**config.mk**
```make
export PLATFORM = sky130hd
export DESIGN_NAME = serin_frame_ctrl
export DESIGN_NICKNAME = d
export VERILOG_FILES = /design/src/rtl/serin_frame_ctrl.sv
export SDC_FILE = /design/constraint.sdc
export NUM_CORES = 1
export LEC_CHECK = 0
export ABC_AREA = 0
export CORE_MARGIN = 5
export CORE_UTILIZATION = 38
export CTS_BUF_LIST = sky130_fd_sc_hd__clkbuf_8
export DETAILED_ROUTE_END_ITERATION = 8
export PLACE_DENSITY = 0.69
export SLEW_MARGIN = 40
export SYNTH_ARGS = -nofsm -noshare
export SYNTH_HDL_FRONTEND = slang
export SYNTH_SLANG_ARGS = --single-unit
```
**constraint.sdc**
```tcl
create_clock -name clk -period 3.4 [get_ports clk]
set_input_delay 0.68 -clock clk [delete_from_list [all_inputs] [get_ports clk]]
set_output_delay 0.68 -clock clk [all_outputs]
set_load 0.02 [all_outputs]
```
**src/rtl/serin_frame_ctrl.sv**
```systemverilog
// serin_frame_ctrl: sequences an external WIDTH-bit shift register to receive
// one serial frame (start=1, WIDTH data bits, stop=0). It enables the shift
// register for exactly the data bits, captures the parallel output on a good
// stop bit, and holds it until downstream takes it with a valid/ready handshake.
module serin_frame_ctrl #(
  parameter int WIDTH = 8
) (
  input  logic             clk,
  input  logic             rst,
  input  logic             serIn,
  output logic             shEn,
  input  logic [WIDTH-1:0] PO,
  output logic [WIDTH-1:0] dout,
  output logic             valid,
  input  logic             ready,
  output logic             busy,
  output logic             frameErr,
  output logic             overrun
);

  localparam int CW = $clog2(WIDTH) + 1;

  typedef enum logic [1:0] {IDLE, SHIFT, STOP, HOLD} state_t;

  state_t           r_state, w_next;
  logic [CW-1:0]    r_cnt, w_cnt_next;
  logic [WIDTH-1:0] r_dout;
  logic             r_valid, r_frameErr, r_overrun;
  logic             w_cap, w_ferr, w_take;

  // Downstream takes the frame only while it is actually being offered.
  assign w_take = (r_state == HOLD) && r_valid && ready;

  // Next-state and shift-enable decode; shEn depends on state alone so the
  // start and stop bits never clock the external register.
  always_comb begin
    w_next     = r_state;
    w_cnt_next = r_cnt;
    shEn       = 1'b0;
    w_cap      = 1'b0;
    w_ferr     = 1'b0;
    case (r_state)
      IDLE: begin
        if (serIn) begin
          w_next     = SHIFT;
          w_cnt_next = '0;
        end
      end
      SHIFT: begin
        shEn       = 1'b1;
        w_cnt_next = r_cnt + 1'b1;
        if (r_cnt == CW'(WIDTH - 1)) w_next = STOP;
      end
      STOP: begin
        if (!serIn) begin
          w_cap  = 1'b1;
          w_next = HOLD;
        end else begin
          w_ferr = 1'b1;
          w_next = IDLE;
        end
      end
      HOLD: begin
        // A start bit on the leaving edge is not looked at; IDLE samples
        // from the following cycle.
        if (w_take) w_next = IDLE;
      end
      default: w_next = IDLE;
    endcase
  end

  // State, counter and registered outputs; reset drops any partial or
  // pending frame so stale shift-register contents never reach dout.
  always_ff @(posedge clk) begin
    if (rst) begin
      r_state    <= IDLE;
      r_cnt      <= '0;
      r_dout     <= '0;
      r_valid    <= 1'b0;
      r_frameErr <= 1'b0;
      r_overrun  <= 1'b0;
    end else begin
      r_state    <= w_next;
      r_cnt      <= w_cnt_next;
      r_frameErr <= w_ferr;
      if (w_cap) begin
        r_dout  <= PO;
        r_valid <= 1'b1;
      end else if (w_take) begin
        r_valid <= 1'b0;
      end
      // Line activity while a frame is parked means those bits are lost.
      if ((r_state == HOLD) && serIn) r_overrun <= 1'b1;
    end
  end

  assign busy     = (r_state != IDLE);
  assign dout     = r_dout;
  assign valid    = r_valid;
  assign frameErr = r_frameErr;
  assign overrun  = r_overrun;

endmodule

```
==> flow_summary.ini <==
[synthesis]
synth_nets = 92
synth_seq_area_share_pct = 47.7
synth_cell_types = 23
syn_area_sq_um = 713
synth-seq-cells = 17
yosys_warnings = 0
avgSynthCellArea_sq_um = 9.03
syn_inst = 79

[cells_and_area]
final_cell_mix = clkdlybuf4s50_1, dfxtp_1, nor2_1, mux2i_1
diodes = 0
final_cell_area_sq_um = 1010
syn_to_final_growth_pct = 41.8
drive_above_1_share_pct = 3.92
layout_commonest_cell = clkdlybuf4s50_1
final_cells = 127
layout.nets = 116
nFillCells = 180

[pwr]
leakagePower_nw = 0.345
powerDensity_nw_per_um2 = 380
fin_total_pwr_uw = 384
irDropWorstVdd_v = 0.000236

[detailed_routing]
wirelength_um = 1530
vias_per_cell = 4.90
dr.pass1.iters = 4
ant_nets = 0
vias = 622
drtIter0Drc = 16
detail_route.wl_per_cell_um = 12.1
drc = 0

[sta]
period_minus_slack_ns = 2.47
max_freq_mhz = 405
worst_pin_slew_ns = 0.601
finalCritPeriodShare_pct = 72.5
finalSetupTns_ns = 0
hold_violations = 0
slew_violations = 0
fin_ws_ns = 0.934
maxSlewHeadroom_pct = 59.8
grt_setup_unrepaired = no
skew_ns = 0.000958
setup_violations = 0

[global_routing]
grt_pass1_vias = 568
grt_max_degree = 18
grt_use_total_pct = 12.8
antenna_found_initial = 0
overflow = 0
grt_first_pass_wirelength_um = 2590

[floorplan]
die_area_sq_um = 2840
die_x_um = 53.3
dieHeight_um = 53.3
initial_utilization_pct = 40.4
ios = 25
rows = 15
core-area_sq_um = 1760

[placement]
dp_hpwl_um = 1090
place_inst = 123
preCtsSetupSlack_ns = 1.21
gp_congestion = 0.750
place_area_sq_um = 966
port_buffers = 24

[clock_network]
postCtsSetupBuffers = 0
cts-htree-levels = 1
path_clk_slew_ns = 0.06
hold_buffers = 0
cts.path.max_buffers = 2
cts.sinks = 17
clock_latency_ns = 0.25
cts_buffers = 3
cts_tree = done
postCtsResizedCells = 0
root_buffer = clkbuf_8

[setup_path]
cp_max_fo = 15
worstSetupPathType = reg -> out
worstSetupStartpointType = flip-flop
worstPathRequired_ns = 2.72
cp-end-kind = primary output
cp_data_arrival_time_ns = 1.79

[status]
status = completed

[job]
drv_cap = 0

[worst_hold_path]
hold_path_class = reg -> reg
-- flip-flops by register name (all words and copies together), names as in the netlist --
signal    cells
dout          8
frameErr      1
overrun       1
r_cnt         4
r_state       2
valid         1
-- worst max-delay path, cell delays in order, from the launching register on --
cell and delay, ns:
dfxtp_1 0.56, nor2b_1 0.31, clkdlybuf4s50_1 0.66
-- cell usage after synthesis --
library cell	count	share of area (%)
mux2i_1	9	13
nand2_1	5	2.6
a21boi_0	1	1.1
nor2_1	13	6.8
nor2b_1	3	2.6
o21ai_1	1	0.70
a22oi_1	1	1.1
o21ai_0	1	0.70
nor3_1	2	1.4
or4b_1	1	1.4
a31oi_1	2	1.8
a211oi_1	1	1.1
nand3_1	3	2.1
or2_1	1	0.88
nand4b_1	1	1.2
o211ai_1	1	1.1
ha_1	1	1.8
buf_4	1	1.1
a21oi_1	5	3.5
dfxtp_1	17	48
nor3b_1	2	2.1
clkbuf_1	5	2.6
o21bai_1	2	2.1
-- through the flow --
step	utilization (%)	hold WS (ns)
global placement	54.8	0.458
floorplan	-	0.477
detailed placement	54.8	0.462
finish	57.3	0.469
global route	57.3	0.499
CTS	57.3	0.477
-- worst paths after layout --
path | startpoint | cells past startpoint | slack [ns] | endpoint
worst max-delay path | r_state[0]$_SDFFE_PP0P_ | 2 | 0.93 | shEn
worst min-delay path | overrun$_SDFFE_PP0P_ | 2 | 0.47 | overrun$_SDFFE_PP0P_
worst max register to register | r_state[1]$_SDFFE_PP0P_ | 4 | 1.95 | dout[0]$_SDFFE_PP0P_
worst min register to register | overrun$_SDFFE_PP0P_ | 2 | 0.47 | overrun$_SDFFE_PP0P_
-- power by group --
group | switching [mW] | total [mW] | internal [mW]
sequential | 0.00391 | 0.205 | 0.201
clock | 0.0681 | 0.148 | 0.0801
combinational | 0.0126 | 0.0310 | 0.0184
total | 0.0846 | 0.384 | 0.300
-- final cells by class --
cell class                 instances  area [sq um]  share of cell area [%]
clock inverter                     1          3.75                   0.371
multi-input combinational         56           347                    34.3
clock buffer                       3          41.3                    4.08
sequential                        17           340                    33.7
timing repair buffer              25           248                    24.5
tap                               25          31.3                    3.09
-- routing by layer --
metal	global-route usage [%]	part of all wire, %	vias to the layer above
met2	18.8	47	16
met4	8.94	3.1	0
met1	16.1	44	280
li1	-	-	321
met5	0	0	-
met3	3.10	6.2	5
-- kinds of logic (layout without fill, tap and decap cells) --
group | count (synthesis) | after routing | share of synthesized area, %
compound gates | 15 | 15 | 13.0
fa+ha+maj | 1 | 1 | 1.75
buf+inv | 6 | 29 | 3.68
flops | 17 | 17 | 47.7
mux | 9 | 9 | 12.6
simple gates | 31 | 31 | 21.2
(Power assumes the default switching activity.)
